File: src/rtl/wb_pkg.sv
// Shared constants and entry type for the write-back buffer.
// Defaults for queue depth, data width and register select width.
package wb_pkg;

   localparam int WB_DEPTH      = 4;
   localparam int WB_DATA_WIDTH = 32;
   localparam int WB_ADDR_WIDTH = 5;

   typedef struct packed {
      logic [WB_ADDR_WIDTH-1:0] sel;
      logic [WB_DATA_WIDTH-1:0] data;
   } wb_entry_t;

endpackage

File: src/rtl/wb_lookup.sv
// Youngest-match search over the queued entries for one decode read port.
// Ports: entry arrays, head, count, lookup select in; hit and hit data out.
module wb_lookup
   import wb_pkg::*;
#(
   parameter int DEPTH      = WB_DEPTH,
   parameter int DATA_WIDTH = WB_DATA_WIDTH,
   parameter int ADDR_WIDTH = WB_ADDR_WIDTH,
   parameter int PTR_W      = $clog2(DEPTH),
   parameter int CNT_W      = PTR_W + 1
) (
   input  logic [DEPTH-1:0][ADDR_WIDTH-1:0] sel_arr,
   input  logic [DEPTH-1:0][DATA_WIDTH-1:0] data_arr,
   input  logic [PTR_W-1:0]                 head,
   input  logic [CNT_W-1:0]                 count,
   input  logic [ADDR_WIDTH-1:0]            lookup_sel,
   output logic                             hit,
   output logic [DATA_WIDTH-1:0]            hit_data
);

   logic [PTR_W-1:0] idx;

   // Walk oldest to youngest so the last match seen is the youngest.
   always_comb begin
      hit      = 1'b0;
      hit_data = '0;
      idx      = '0;
      for (int i = 0; i < DEPTH; i++) begin
         idx = head + PTR_W'(i);
         if ((CNT_W'(i) < count) && (lookup_sel != '0) &&
             (sel_arr[idx] == lookup_sel)) begin
            hit      = 1'b1;
            hit_data = data_arr[idx];
         end
      end
   end

endmodule

File: src/rtl/write_back_buffer.sv
// Queues completed results and drains one per cycle into the register file.
// Ports: In* handshake, Write* drain, Lookup*/Hit* forwarding, PendingMask, Count.
module write_back_buffer
   import wb_pkg::*;
#(
   parameter int DEPTH      = WB_DEPTH,
   parameter int DATA_WIDTH = WB_DATA_WIDTH,
   parameter int ADDR_WIDTH = WB_ADDR_WIDTH
) (
   input  logic                         Clk,
   input  logic                         Reset,
   input  logic                         InValid,
   output logic                         InReady,
   input  logic [ADDR_WIDTH-1:0]        InSelect,
   input  logic [DATA_WIDTH-1:0]        InData,
   input  logic                         PortBusy,
   output logic                         WriteEnable,
   output logic [ADDR_WIDTH-1:0]        WriteSelect,
   output logic [DATA_WIDTH-1:0]        WriteData,
   input  logic [ADDR_WIDTH-1:0]        LookupSelect1,
   input  logic [ADDR_WIDTH-1:0]        LookupSelect2,
   output logic                         Hit1,
   output logic                         Hit2,
   output logic [DATA_WIDTH-1:0]        HitData1,
   output logic [DATA_WIDTH-1:0]        HitData2,
   output logic [(1<<ADDR_WIDTH)-1:0]   PendingMask,
   output logic [$clog2(DEPTH):0]       Count
);

   localparam int PTR_W = $clog2(DEPTH);
   localparam int CNT_W = PTR_W + 1;
   localparam int NREG  = 1 << ADDR_WIDTH;

   logic [DEPTH-1:0][ADDR_WIDTH-1:0] sel_q, sel_d;
   logic [DEPTH-1:0][DATA_WIDTH-1:0] data_q, data_d;
   logic [PTR_W-1:0]                 head_q, head_d;
   logic [PTR_W-1:0]                 tail_q, tail_d;
   logic [CNT_W-1:0]                 count_q, count_d;

   logic             in_ready;
   logic             not_empty;
   logic             push;
   logic             pop;
   logic [PTR_W-1:0] idx;
   logic [NREG-1:0]  mask;

   // No pass-through when full, even if the head drains this cycle.
   assign in_ready  = (count_q != CNT_W'(DEPTH));
   assign not_empty = (count_q != '0);
   // Select 0 completes the handshake but is never stored.
   assign push      = InValid & in_ready & (InSelect != '0);
   assign pop       = not_empty & ~PortBusy;

   always_comb begin
      sel_d   = sel_q;
      data_d  = data_q;
      head_d  = head_q;
      tail_d  = tail_q;
      count_d = count_q + CNT_W'(push) - CNT_W'(pop);
      if (push) begin
         sel_d[tail_q]  = InSelect;
         data_d[tail_q] = InData;
         tail_d         = tail_q + PTR_W'(1);
      end
      if (pop) begin
         head_d = head_q + PTR_W'(1);
      end
   end

   always_ff @(posedge Clk or negedge Reset) begin
      if (!Reset) begin
         sel_q   <= '0;
         data_q  <= '0;
         head_q  <= '0;
         tail_q  <= '0;
         count_q <= '0;
      end else begin
         sel_q   <= sel_d;
         data_q  <= data_d;
         head_q  <= head_d;
         tail_q  <= tail_d;
         count_q <= count_d;
      end
   end

   always_comb begin
      mask = '0;
      idx  = '0;
      for (int i = 0; i < DEPTH; i++) begin
         idx = head_q + PTR_W'(i);
         if (CNT_W'(i) < count_q) begin
            mask[sel_q[idx]] = 1'b1;
         end
      end
      mask[0] = 1'b0;
   end

   assign InReady     = in_ready;
   assign WriteEnable = pop;
   assign WriteSelect = not_empty ? sel_q[head_q] : '0;
   assign WriteData   = not_empty ? data_q[head_q] : '0;
   assign PendingMask = mask;
   assign Count       = count_q;

   wb_lookup #(
      .DEPTH      (DEPTH),
      .DATA_WIDTH (DATA_WIDTH),
      .ADDR_WIDTH (ADDR_WIDTH)
   ) u_lookup1 (
      .sel_arr    (sel_q),
      .data_arr   (data_q),
      .head       (head_q),
      .count      (count_q),
      .lookup_sel (LookupSelect1),
      .hit        (Hit1),
      .hit_data   (HitData1)
   );

   wb_lookup #(
      .DEPTH      (DEPTH),
      .DATA_WIDTH (DATA_WIDTH),
      .ADDR_WIDTH (ADDR_WIDTH)
   ) u_lookup2 (
      .sel_arr    (sel_q),
      .data_arr   (data_q),
      .head       (head_q),
      .count      (count_q),
      .lookup_sel (LookupSelect2),
      .hit        (Hit2),
      .hit_data   (HitData2)
   );

endmodule

File: config.mk
export PLATFORM = sky130hd
export DESIGN_NAME = write_back_buffer
export DESIGN_NICKNAME = d
export VERILOG_FILES = /design/src/rtl/wb_pkg.sv /design/src/rtl/wb_lookup.sv /design/src/rtl/write_back_buffer.sv
export SDC_FILE = /design/constraint.sdc
export NUM_CORES = 1
export LEC_CHECK = 0
export BUFFER_PORTS_ARGS = -buffer_cell sky130_fd_sc_hd__buf_4
export CAP_MARGIN = 5
export CORE_MARGIN = 1
export CORE_UTILIZATION = 60
export DETAILED_ROUTE_END_ITERATION = 7
export HOLD_SLACK_MARGIN = 0.03
export PLACE_DENSITY = 0.92
export SLEW_MARGIN = 20
export SYNTH_ARGS = -nofsm -noshare
export SYNTH_HDL_FRONTEND = slang
export SYNTH_HIERARCHICAL = 1
export SYNTH_SLANG_ARGS = --single-unit
File: constraint.sdc
create_clock -name Clk -period 6.5 [get_ports Clk]
set_input_delay 1.95 -clock Clk [delete_from_list [all_inputs] [get_ports Clk]]
set_output_delay 1.95 -clock Clk [all_outputs]
set_load 0.01 [all_outputs]
==> results.md <==
- Class of the worst hold path: reg -> reg
- Sort of element at the end of the critical path: primary output
- Violated checks: design-rule violations
- Primary FF master, synth: dfrtp_1
- Die width: 171.5 µm
- Post-synth design cell area: 17230 µm²
- Fraction of synthesized area in multiplexers: between 40% and 50%
- Hold Path Stages: 1
- Area share of fa/ha/maj cells after synthesis: 0.6970%
- Post-CTS setup buffers: 0
- Drc violations: 1
- Average wire per standard cell: 26.26 µm
- Worst Tran Pin Value: 954.3 ps
- Yosys reg bits: between 150 and 200
- Relative area change from synthesis to final layout: 12.44%
- Cell at the root of the clock tree: clkbuf_16
- Placeable core region: 28010 µm²
- R2r endpoint: data_q[106]
- Cell types with the largest area share after synthesis: dfrtp_1 (23%), mux2_2 (22%), mux2i_1 (12%), mux4_2 (8.4%), a221o_1 (5.5%)
- Count of TritonRoute iterations in the first routing pass: 8
- Final number of hold-violating endpoints: 0
- Commonest non-fill, non-tap cells in the layout: mux2_2 (331), buf_4 (225), mux2i_1 (210)
- Ratio of cells with drive above 1 in the final layout: 43.23%
- Vias in the first global route: 15090
- Deepest clock path buffer count: 2
- Synth warn: 6
- Post_cts resized: 0
- Overflow left after global routing: 0
- Run status: finished, violations left
- Met3 demand-to-capacity share in global routing: 9.043%
- Startpoint types: primary input
- Initial Utilization: 61.53%
- Number of cell rows: 61
- Ports: 191
- Number of port buffers: 189
- Clock H-tree levels: 4
- Net total in the final layout: roughly 1800
- Largest family of logic cells by synthesized area: multiplexers
- Vias per inst: 7.496
- Aggregate negative setup slack: 0 ps
- Area enclosed by the die boundary: 29410 µm²
- GR Util All Layers: 36.68%
- Largest fanout on the critical path: 20
- Clock tree from TritonCTS: built
- Sink count of the clock tree: 155
- Critical path arrival: roughly 4500 ps
- GR met2 Demand/Resource: 57.82%
- Distinct cells, synth: just over 60
- Source of the worst register-to-register timing path: Count[2]
- Global-route wire length before repair: between 80000 and 90000 µm
- Final cell count without fillers: 2093
- Minimum clock period: 6443 ps
- Num CTS Buffers: 17
- Share of the synthesized area in compound gates (AO/OA/AOI/OAI): between 10% and 20%
- Initial antenna violation count: 0
- Pin count of the biggest net entering global routing: 128
- Register-to-register setup slack: 3280 ps
- 1st-iter DRT viols: 1894
- Final setup violation count: 0
- Final wirelength: 54960 µm
- Capture endpoint of the worst hold path: data_q[86]
- Critical setup path kind: in -> out
- Via count: 15690
- Number of nets produced by synthesis: about 1700
- DRT antenna net count: 0
- Number of instances in the synthesized netlist: 1611
- Cell depth of the worst flop-to-flop path: 5
- Reg clk slew, reported paths: about 70 ps
- Cell type with the largest total area after synthesis: dfrtp_1
- Share of synthesized cell area in and, or, nand and nor gates: under 10%
- Number of flops mapped to enable cells by yosys: 0
- Number of instances in the placed design: a little over 2000
- Sequential-to-total area share from yosys stat: 22.51%
- Area share of the largest cell type after synthesis: 22.51%
- Hold_buf cts: 0
- Count of final max-slew check failures: 0
- Clock Skew: 8.522 ps
- Area of all placed cells without fillers: 19380 µm²
- Sum of net half-perimeters after detailed placement: approximately 35000 µm
- Min-Delay Startpoint: data_q[86]
- RSZ-0062 raised after global routing: false
- Peak Freq: 0.1552 GHz
- Cell Area, Placed: between 15000 and 20000 µm²
- Clock latency at the later pin of the worst-skew pair: 430 ps
- Die Y: 171.5 µm
- Worst EP required: between 4000 and 5000 ps
- Most common library cell in the layout ignoring fill and taps: mux2_2
- Busiest layer in global routing: met2
- Hold Slack: 595.4 ps
- Max_cap viols: 0
- Slew HR: 36.38%
- Parity-gate share of the synthesized area counting xor and xnor cells: 2.759%
- Global routing met1 resource utilization: 46.19%
- FFs w/ async S/R, synth: 100.0%
- Number of filler instances in the final layout: just under 2000
- Fraction of the cycle the final worst path needs: 99.12%
- Final estimated routing congestion in global placement: between 0.9 and 1
- Synthesized area per cell: 10.70 µm²
-- metal layers --
metal	routed length, µm	up-vias
li1	-	6616
met2	25550	1193
met3	6157	274
met5	0	-
met4	2721	0
met1	20530	7607
-- synth_stat cells (12+ instances only) --
cell type and instances:
a21oi_1 76, a221o_1 95, a221o_2 18, a22oi_1 28, a2bb2oi_1 16, a41o_1 16
buf_2 23, buf_4 21, buf_6 19, clkbuf_1 87, dfrtp_1 155, mux2_2 331
mux2i_1 210, mux4_2 64, nand2_1 12, nor2_1 32, nor2b_1 44, o21ai_0 43
o22ai_1 33, o2bb2ai_1 62, or2_2 34, xnor2_1 33, xor2_1 15
-- critical path, stage by stage --
cell and delay [ps]:
buf_4 150, nor4_1 510, a21oi_1 170, o2111ai_1 320, or2_2 650, o21ai_0 220
o2bb2ai_1 290, buf_4 220
-- metrics by stage --
step,setup WS (ps),util (%)
2_1_floorplan,652.9,-
3_3_place_gp,215.2,66.90
3_5_place_dp,170.8,66.90
4_1_cts,102.8,69.07
5_1_grt,61.47,69.17
6_report,57.48,69.18
-- how the worst max path moves through the flow --
stage / cells after the start / start / to
finish: 8 / LookupSelect2[1] / HitData2[28]
global route: 11 / LookupSelect2[1] / HitData2[28]
global placement: 10 / LookupSelect1[1] / HitData1[9]
CTS: 10 / LookupSelect1[1] / HitData1[30]
floorplan: 10 / LookupSelect1[4] / HitData1[2]
detailed placement: 10 / LookupSelect1[1] / HitData1[9]
-- cell families (layout without fill, tap and decap cells) --
kind of cell             Yosys count  after routing
adder cells (fa/ha/maj)            9              9
flip-flops                       155            155
buffers and inverters            175            278
other                              1              2
AO/OA/AOI/OAI                    410            410
multiplexers                     618            618
XOR/XNOR                          50             50
AND/OR/NAND/NOR                  193            193
-- sequential cells by signal, indices dropped and copies added, names as in the netlist --
name	count
tail_q	2
head_q	2
Count	3
data_q	128
sel_q	20
-- area by class of cell --
cell class	instances	area, µm²	area share, %
sequential	155	3886	20.06
tap	378	473.0	2.441
inverter	13	48.80	0.2518
clock inverter	14	170.2	0.8782
timing repair buffer	233	1848	9.537
multi-input combinational	1281	12510	64.56
antenna	1	2.502	0.01291
clock buffer	18	439.2	2.266
Power is not shown: default switching activity piles up to over one toggle a cycle in this logic, so the estimate is an artifact.
